$ cat src/rtl/sensor_sequence_decoder.sv
// Optical two-beam crossing decoder: synchronises and debounces a/b, then
// tracks the beam sequence and emits one-cycle enter/exit/seq_err pulses.
module sensor_sequence_decoder #(
  parameter int DEB_CYCLES = 4,
  parameter int DEB_W      = 16
) (
  input  logic clk,
  input  logic reset,
  input  logic a,
  input  logic b,
  output logic enter,
  output logic exit,
  output logic seq_err,
  output logic busy,
  output logic fa,
  output logic fb
);

  localparam logic [DEB_W-1:0] DEB_MAX = DEB_W'(DEB_CYCLES);

  typedef enum logic [2:0] {
    IDLE, IN1, IN2, IN3, OUT1, OUT2, OUT3, ERR
  } state_t;

  logic [1:0] raw;
  logic [1:0] filt;

  assign raw = {a, b};

  genvar gi;
  generate
    for (gi = 0; gi < 2; gi++) begin : g_deb
      logic             sync1_reg;
      logic             sync2_reg;
      logic             filt_reg;
      logic [DEB_W-1:0] cnt_reg;
      logic [DEB_W-1:0] cnt_inc;

      assign cnt_inc  = cnt_reg + DEB_W'(1);
      assign filt[gi] = filt_reg;

      // The counter measures how long the synced value has disagreed with filt.
      always_ff @(posedge clk) begin
        if (reset) begin
          sync1_reg <= 1'b0;
          sync2_reg <= 1'b0;
          filt_reg  <= 1'b0;
          cnt_reg   <= '0;
        end else begin
          sync1_reg <= raw[gi];
          sync2_reg <= sync1_reg;
          if (sync2_reg == filt_reg) begin
            cnt_reg <= '0;
          end else if (cnt_inc == DEB_MAX) begin
            filt_reg <= sync2_reg;
            cnt_reg  <= '0;
          end else begin
            cnt_reg <= cnt_inc;
          end
        end
      end
    end
  endgenerate

  assign fa = filt[1];
  assign fb = filt[0];

  state_t state_reg;
  state_t state_next;
  logic   enter_next;
  logic   exit_next;
  logic   err_next;

  always_comb begin
    state_next = state_reg;
    enter_next = 1'b0;
    exit_next  = 1'b0;
    err_next   = 1'b0;
    case (state_reg)
      IDLE: begin
        if (filt == 2'b10)      state_next = IN1;
        else if (filt == 2'b01) state_next = OUT1;
        else if (filt == 2'b11) state_next = ERR;
      end
      IN1: begin
        if (filt == 2'b11)      state_next = IN2;
        else if (filt == 2'b00) state_next = IDLE;
        else if (filt == 2'b01) state_next = ERR;
      end
      IN2: begin
        if (filt == 2'b01)      state_next = IN3;
        else if (filt == 2'b10) state_next = IN1;
        else if (filt == 2'b00) state_next = ERR;
      end
      IN3: begin
        if (filt == 2'b00) begin
          state_next = IDLE;
          enter_next = 1'b1;
        end else if (filt == 2'b11) begin
          state_next = IN2;
        end else if (filt == 2'b10) begin
          state_next = ERR;
        end
      end
      OUT1: begin
        if (filt == 2'b11)      state_next = OUT2;
        else if (filt == 2'b00) state_next = IDLE;
        else if (filt == 2'b10) state_next = ERR;
      end
      OUT2: begin
        if (filt == 2'b10)      state_next = OUT3;
        else if (filt == 2'b01) state_next = OUT1;
        else if (filt == 2'b00) state_next = ERR;
      end
      OUT3: begin
        if (filt == 2'b00) begin
          state_next = IDLE;
          exit_next  = 1'b1;
        end else if (filt == 2'b11) begin
          state_next = OUT2;
        end else if (filt == 2'b01) begin
          state_next = ERR;
        end
      end
      ERR: begin
        if (filt == 2'b00) state_next = IDLE;
      end
      default: state_next = IDLE;
    endcase
    // Only the entry into ERR reports; waiting in ERR stays silent.
    if (state_next == ERR && state_reg != ERR) err_next = 1'b1;
  end

  always_ff @(posedge clk) begin
    if (reset) begin
      state_reg <= IDLE;
      enter     <= 1'b0;
      exit      <= 1'b0;
      seq_err   <= 1'b0;
      busy      <= 1'b0;
    end else begin
      state_reg <= state_next;
      enter     <= enter_next;
      exit      <= exit_next;
      seq_err   <= err_next;
      busy      <= (state_next != IDLE);
    end
  end

endmodule

$ cat config.mk
export PLATFORM = sky130hd
export DESIGN_NAME = sensor_sequence_decoder
export DESIGN_NICKNAME = d
export VERILOG_FILES = /design/src/rtl/sensor_sequence_decoder.sv
export SDC_FILE = /design/constraint.sdc
export NUM_CORES = 1
export LEC_CHECK = 0
export BUFFER_PORTS_ARGS = -buffer_cell sky130_fd_sc_hd__clkbuf_2
export CAP_MARGIN = 20
export CORE_UTILIZATION = 40
export DETAILED_ROUTE_END_ITERATION = 10
export GPL_TIMING_DRIVEN = 0
export PLACE_DENSITY_LB_ADDON = 0.15
export SYNTH_ARGS = -nofsm -noshare
export SYNTH_HDL_FRONTEND = slang
export SYNTH_SLANG_ARGS = --single-unit
$ cat constraint.sdc
create_clock -name clk -period 2 [get_ports clk]
set_input_delay 0.2 -clock clk [delete_from_list [all_inputs] [get_ports clk]]
set_output_delay 0.2 -clock clk [all_outputs]
set_load 0.005 [all_outputs]
==> Yosys cells after proc, flatten, opt, wreduce, memory -nomap -nowiden <==
Index checks and enable logic that the tools add are counted.
{ "totals": {"register_bits": 45, "input_bits": 4, "output_inout_bits": 6, "word_cells": 67} }
{ "classes": {"n_addsub": 2, "n_eq_ne": 16, "mux": 22, "n_bitwise": 4, "reduce_logical": 10} }
{ "op_table": {"columns": ["operator", "count"], "rows": [
  ["$mux 3", 19],
  ["$add 16x1->16 const B", 2],
  ["$eq 16x3->1 const B", 2],
  ["$pmux 3 s8", 1],
  ["$eq 3x3->1 const B", 5],
  ["$eq 3x2->1 const B", 2],
  ["$reduce_or 3->1", 2],
  ["$eq 2x2->1 const B", 2],
  ["$not 1->1", 4],
  ["$reduce_and 2->1", 2],
  ["$reduce_or 2->1", 2],
  ["$eq 3x1->1 const B", 1],
  ["$logic_not 3->1", 1],
  ["$ne 3x3->1 const B", 1],
  ["$reduce_bool 3->1", 1],
  ["$eq 1x1->1", 2],
  ["$eq 2x1->1 const B", 1],
  ["$logic_not 2->1", 1],
  ["$mux 1", 2],
  ["$logic_and 1x1->1", 1]
]} }

==> Logic depth before layout (Yosys ltp) <==
Gate-level depths: netlist (run 1).
{ "logic_depth": {"depth_word": 8, "depth_mapped": 9, "depth_no_buf": 7} }

==> Worst setup path before layout (run 1) <==
Ideal clock, no wire load.
{ "synth_path": {"path_kind": "register -> register", "from": "register g_deb[0].cnt_reg[0]", "to": "register g_deb[0].cnt_reg[11]", "setup_ps": 139, "arrival_time_ps": 2027, "t_required_ps": 1861, "slack_ps": -166, "stages_incl_launch_ff": 7, "n_path_buf": 0, "synth_period_minus_slack_ps": 2166, "path_cell_list": "dfxtp_1 nand4_1 nor3_2 mux2_2 o22a_1 o31ai_2 nor2_1"} }
{ "synth_via": {"elab_chain_cells": 3} }
{ "synth_rtl": {"columns": ["item", "line", "text"], "rows": [
  ["start: declaration", "36", "logic [DEB_W-1:0] cnt_reg;"],
  ["start signal: assignment", "58", "cnt_reg <= cnt_inc;"],
  ["$add 16x1->16 *", "39", "assign cnt_inc = cnt_reg + DEB_W'(1);"],
  ["$eq 16x3->1", "54", "end else if (cnt_inc == DEB_MAX) begin"],
  ["$reduce_or 3->1 (no line)", null, null]
]} }
Mark *: on every way between the ends. The rest lies on a longest branch, timed or not.
A chain may end at the register's enable or synchronous reset.

==> Worst setup path after layout (run 1) <==
{ "layout_path": {"from": "register g_deb[0].cnt_reg[2]", "to": "register g_deb[0].filt_reg, in the netlist fb"} }
{ "layout_via": {"elab_chain_cells": 3} }
{ "layout_rtl": {"columns": ["item", "line", "text"], "rows": [
  ["$add 16x1->16", "39", null],
  ["$eq 16x3->1", "54", null],
  ["$reduce_and 2->1 (no line)", null, null],
  ["end signal: assignment", "55", "filt_reg <= sync2_reg;"],
  ["end: declaration", "35", "logic filt_reg;"]
]} }
Every way passes these cells.

==> out/results.ini, run 1 <==
[status]
status = finished, violations left
failed_checks = negative setup slack

[power_and_ir_drop]
p_leak_uw = 0.00112
pwr_density_cell_nw_per_um2 = 518
swShare = 0.205
finalPower_uw = 1590
clkPwrFrac = 0.420
combPwrFrac = 0.021
switchingPower_uw = 326
ir_drop_uv = 301
p_int_uw = 1260
seq_power_share = 0.559

[placement]
place_hpwl_mm = 3.01
preCtsSetupSlack_ps = -385
numPortBuffers = 9
place.gp.congestion = 0.828
dp_cells = 351
place_area_um2 = 2460

[route]
drt-total-wl_mm = 4.82
routed_via_density = 5.09
firstDrtPassIters = 4
drc = 0
wl_per_cell_um = 12.5
ant_nets = 0
drt_first_iter_violations = 37
vias = 1966

[setup_path]
r2r-start = g_deb[0].cnt_reg[2]
r2r_cells = 6
start_kind = flop
r2r-end = fb
r2r_slack_ps = -80
worstPathMaxFanout = 4
crit_required_ps = 2230
critPathKind = flop to flop
arrival_ps = 2320
worst_setup_path_end_kind = flop

[yosys]
synth_nets = 278
synth.most_common_cell = nor2_1
synth_top_area_share = 0.394
ys_warn_count = 0
synthFlopType = dfxtp_1
post_synth_instance_area_um2 = 2280
synth_cells = 270
synth_seq_area_share = 0.394
yosys-top-cells-area = dfxtp_1 39%, nor2_1 7.9%, xnor2_1 6.1%
avgSynthCellArea_um2 = 8.46
synth_top_cell_by_area = dfxtp_1
async_reset_ff_frac = 0
ys_ff_latch = 45
yosys-top-cells-count = 48 x nor2_1, 45 x dfxtp_1, 19 x nand2_1, 16 x xnor2_1, 14 x xor2_1
yosysUniqueCellTypes = 48
synth-edff-count = 0

[die]
core_area_um2 = 5510
io-pin-count = 10
start_util = 0.415
die_y_um = 77.6
die_x_um = 77.6
die_area_um2 = 6020
rows = 27

[cts]
tritoncts = done
clkTransAtPathRegs_ps = 90
clock-sinks = 45
root_buffer = clkbuf_8
numCtsBuffers = 5
htree_num_levels = 2
clkLatencyLatePin_ps = 300
clockBufferDepth = 2
cts_hold_buf = 0

[sta]
relSlewSlack = 0.721
rsz0062_at_grt = true
slew_violations = 0
finalCritPeriodShare = 1.04
max_freq_ghz = 0.480
worst_pin_slew_ps = 418
skew_ps = 13.7
final.min_clock_period_ps = 2080
finalSetupViolCount = 15
setup_slack_ps = -83.6
hold_viol = 0

[worst_hold_path]
hold_end = g_deb[1].sync1_reg
min_path_cells = 2
min-delay-start = a
hp-class = primary input to flop

[grt]
grt_pass1_vias = 1786
track_usage = 0.168
overflow = 0
antenna_found_initial = 0
grt_pass1_wl_mm = 8.05
grt_max_degree = 14

[final_layout]
regArea_um2 = 957
final_nets = 322
utilization = 0.558
layout.cells.non_filler = 386
final_layout_size_suffix_gt1_frac = 0.369
num-fill-cells = 490
num_antenna_cells = 0
syn2layout_area_growth_pct = 34.5
largest_reg_flops = 32
multi_input_area_um2 = 1520
fin_area_um2 = 3070

[job]
cap_violations = 0

-- cell usage in the layout (no fill, tap or decap), types with 3 or more instances in the layout --
cell      synthesis  layout
xor2_1           14      14
nand3_1          10       5
nand4_1           5       5
dfxtp_1          45      22
nor4_1            7       3
nand2_1          19      19
o31ai_1           4       4
nor3_1            6       3
buf_6             1       6
dfxtp_4           0      11
nor4_4            0       3
clkbuf_2          0       9
clkbuf_1          4       4
clkbuf_8          2       7
nor2b_1           8       8
a31oi_1           3       3
a21oi_1           8       6
buf_4             1      25
xnor2_1          16      14
nor2_2            0       9
o21ai_0           8       8
nor2_1           48      39
or3_1             4       3
dfxtp_2           0      12
nand2b_1          6       6
nand3_4           1       5
inv_1            11      11
-- power by group through the flow --
| stage | Sequential (uW) | Combinational, uW | Clock [uW] |
|---|---|---|---|
| after floorplan | 924 | 16.2 | 0 |
| after global placement | 924 | 25.1 | 0 |
| after detailed placement | 925 | 25.4 | 0 |
| after CTS | 899 | 36.6 | 700 |
| after global routing | 891 | 36.8 | 740 |
| final | 889 | 32.9 | 669 |
-- metal layers --
metal,wire [um],track usage,share of wire
met3,89,0.0318,0.018
met5,0,0,0
met2,2340,0.287,0.49
met1,2340,0.209,0.48
met4,54,0.0604,0.011
-- worst max-delay path by stage --
stage,slack (ps),endpoint,depth (start not counted),startpoint
floorplan,-30,fb,6,g_deb[0].cnt_reg[2]
global placement,-360,g_deb[1].cnt_reg[11],8,g_deb[1].cnt_reg[0]
detailed placement,-390,g_deb[1].cnt_reg[11],8,g_deb[1].cnt_reg[0]
CTS,-50,fb,8,g_deb[0].cnt_reg[4]
global route,-180,fb,6,g_deb[0].cnt_reg[2]
finish,-80,fb,6,g_deb[0].cnt_reg[2]
-- through the flow --
stage | hold slack (ps) | TNS (ps)
after detailed placement | 421 | -8030
final | 118 | -522
after global routing | 116 | -2820
after floorplan | 272 | -27.9
after CTS | 108 | -426
after global placement | 410 | -7600
-- area by class of cell --
class | count | area share
plain buffers | 8 | 0.0212
inverters | 11 | 0.0134
well taps | 72 | 0.0293
repair buffers | 39 | 0.0969
flip-flops and latches | 45 | 0.311
clock buffers | 5 | 0.0224
multi-input cells | 204 | 0.494
clock inverters | 2 | 0.0114
-- worst max-delay path, stage by stage, from the launching register on --
cell and delay (ps):
dfxtp_4 370, nand4_1 190, nor3_4 290, mux2_4 320, o22a_1 210, or4b_1 510, a21oi_1 130
-- repair_timing --
| item | in CTS | in global routing |
|---|---|---|
| resized for setup | 51 | 27 |
| endpoints found under the hold margin | 0 | 0 |
| pin swaps | 10 | 22 |
| setup buffers | 19 | 11 |
| gates cloned | 2 | 0 |
| endpoints found under the setup margin | 25 | 25 |
-- cells by family (layout without fill, tap and decap cells) --
family,Yosys count,in the layout,synth area share
simple gates,129,129,0.291
fa+ha+maj,4,4,0.0219
mux,4,4,0.0186
xor+xnor,30,30,0.115
buf+inv,21,65,0.0493
compound gates,37,37,0.110
flops,45,45,0.394
Note: power is estimated with default switching activity, not from simulation.
==> run 2: changes to the inputs <==
--- a/config.mk
+++ b/config.mk
@@ -5,6 +5,7 @@
 export SDC_FILE = /design/constraint.sdc
 export NUM_CORES = 1
 export LEC_CHECK = 0
+export ABC_AREA = 1
 export BUFFER_PORTS_ARGS = -buffer_cell sky130_fd_sc_hd__clkbuf_2
 export CAP_MARGIN = 20
 export CORE_UTILIZATION = 40
==> out/results.ini, run 2 <==
[yosys]
yosys-top-cells-area = dfxtp_1 37%, nand2_1 15%, nor2_1 8.9%
async_reset_ff_frac = 0  ; unchanged
synth-edff-count = 0  ; unchanged
synth_top_cell_by_area = dfxtp_1
ys_ff_latch = 45  ; unchanged
synth_nets = 374  ; +35%
post_synth_instance_area_um2 = 2460  ; +7.5%
synthFlopType = dfxtp_1
synth_cells = 366  ; +36%
synth.most_common_cell = nand2_1
synth_seq_area_share = 0.367  ; -0.0275
ys_warn_count = 0  ; unchanged
synth_top_area_share = 0.367  ; -0.0275
yosys-top-cells-count = 100 x nand2_1, 58 x nor2_1, 50 x inv_1, 45 x dfxtp_1, 20 x nand3_1
avgSynthCellArea_um2 = 6.71  ; -21%
yosysUniqueCellTypes = 33  ; -31%

[final_layout]
final_layout_size_suffix_gt1_frac = 0.200  ; -0.169
fin_area_um2 = 2920  ; -4.9%
num_antenna_cells = 0  ; unchanged
mostFrequentLayoutCells = 98 x nand2_1, 57 x nor2_1, 50 x inv_1
layout_commonest_cell = nand2_1
largest_reg_flops = 32  ; unchanged
final_nets = 402  ; +25%
utilization = 0.493  ; -0.0646
syn2layout_area_growth_pct = 19.0

[die]
io-pin-count = 10  ; unchanged
core_area_um2 = 5920  ; +7.5%
start_util = 0.415  ; about the same
die_area_um2 = 6460  ; +7.3%
die_y_um = 80.4  ; +3.6%
die_x_um = 80.4  ; +3.6%
rows = 28  ; +3.7%

[sta]
slew_violations = 0  ; unchanged
final.min_clock_period_ps = 1910  ; -178 ps
finalSetupViolCount = 0  ; -15
finalCritPeriodShare = 0.953  ; -0.0890
max_freq_ghz = 0.525  ; +9.3%
worst_pin_slew_ps = 428  ; +9.64 ps
hold_slack_ps = 81.1  ; -36.8 ps
skew_ps = 4.40  ; -9.28 ps
relSlewSlack = 0.715  ; -0.00642
setup_slack_ps = 94.3  ; +178 ps
hold_viol = 0  ; unchanged

[cts]
numCtsBuffers = 5  ; unchanged
clock-sinks = 45  ; unchanged
cts_hold_buf = 0  ; unchanged
clockBufferDepth = 2  ; unchanged
clkTransAtPathRegs_ps = 80  ; about the same
clkLatencyLatePin_ps = 300  ; about the same
htree_num_levels = 2  ; unchanged
root_buffer = clkbuf_8
tritoncts = done

[grt]
antenna_found_initial = 0  ; unchanged
grtUsageMet1 = 0.207  ; -0.00152
grt_pass1_vias = 2006  ; +12%
grt_busiest_layer = met2
grt_use_met2 = 0.283  ; -0.00367
overflow = 0  ; unchanged
grt_pass1_wl_mm = 8.50  ; +5.7%
use_met3 = 0.0420  ; +0.0103
grt_max_degree = 15  ; +1
track_usage = 0.168  ; +0.000507

[route]
ant_nets = 0  ; unchanged
drt-total-wl_mm = 4.85  ; +0.62%
drt_first_iter_violations = 104  ; +180%
routed_via_density = 4.62  ; -9.2%
drc = 0  ; unchanged
wl_per_cell_um = 10.3  ; -17%
vias = 2173  ; +11%
firstDrtPassIters = 4  ; unchanged

[worst_hold_path]
hp-class = primary input to flop
min_path_cells = 3  ; +1

[setup_path]
critPathKind = flop to flop
worstPathMaxFanout = 6  ; +2
start_kind = flop
worst_setup_path_end_kind = flop
arrival_ps = 2090  ; -230 ps
crit_required_ps = 2190  ; -40 ps
r2r_cells = 13  ; +7

[status]
status = complete, no violations

[job]
cap_violations = 0  ; unchanged

[power_and_ir_drop]
finalPower_uw = 1760  ; +10%
p_leak_uw = 0.00111  ; -1.0%
pwr_density_cell_nw_per_um2 = 601  ; +16%
ir_drop_uv = 367  ; +22%

[placement]
place_area_um2 = 2590  ; +5.6%
place_hpwl_mm = 3.49  ; +16%
numPortBuffers = 9  ; unchanged
place.gp.congestion = 0.822  ; -0.69%
preCtsSetupSlack_ps = -57.4  ; +328 ps

run 2: what timing repair did:
action | in CTS | in global routing
cloned | 0 | 1
setup endpoints to repair | 20 | 27
resized for setup | 5 | 21
buffers inserted | 0 | 11
pin swaps | 0 | 6
run 2: path summary, 6_finish.rpt:
kind                                     startpoint                  end  slack (ps)
worst max-delay path            g_deb[1].cnt_reg[0]  g_deb[1].cnt_reg[3]          90
worst min-delay path                              b   g_deb[0].sync1_reg          80
worst max register to register  g_deb[1].cnt_reg[0]  g_deb[1].cnt_reg[3]          90
worst min register to register   g_deb[0].sync1_reg   g_deb[0].sync2_reg         410
run 2: layout make-up:
type	instances	area, um^2
timing repair buffer	21	153
clock buffer	5	68.8
clock inverter	3	65.1
fill	582	3000
multi-input combinational	266	1390
buffer	4	42.5
inverter	51	191
sequential	45	917
tap	75	93.8
run 2: layer usage:
metal,vias to the layer above,wire (um)
met1,942,2360
li1,1199,-
met4,0,80
met5,-,0
met3,8,111
met2,24,2300
run 2: critical path: stages, from the launching register on:
cell and delay (ps):
dfxtp_4 380, ha_4 160, nand2_2 80, nor2_4 160, nand2_2 90, nand2_2 70
nand2_1 60, nor2_1 90, nand2_1 100, nor3_4 220, nand2_2 100, nand2_4 120
buf_4 130, a21oi_1 40
run 2: logic make-up (layout without fill, tap and decap cells):
logic type	count (synthesis)	after routing	share of synthesized area
DFF	45	45	0.367
adders and majority gates	4	4	0.0204
AOI/OAI and AO/OA	32	32	0.0749
buffers and inverters	55	84	0.0917
xor gates and xnor gates	5	5	0.0209
and+or+nand+nor	225	225	0.425
run 2: power by group:
part / leakage [uW] / switching, uW / total (uW) / internal, uW
combinational: 0.000674 / 18.2 / 34.9 / 16.7
sequential: 0.000368 / 3.48 / 901 / 898
clock: 0.0000681 / 323 / 820 / 497
total: 0.00111 / 345 / 1760 / 1410
run 2: per-stage QoR:
stage	setup TNS, ps	cells
floorplan	0	366
global route	-39.5	470
finish	0	470
detailed placement	-845	450
global placement	-563	450
CTS	0	458
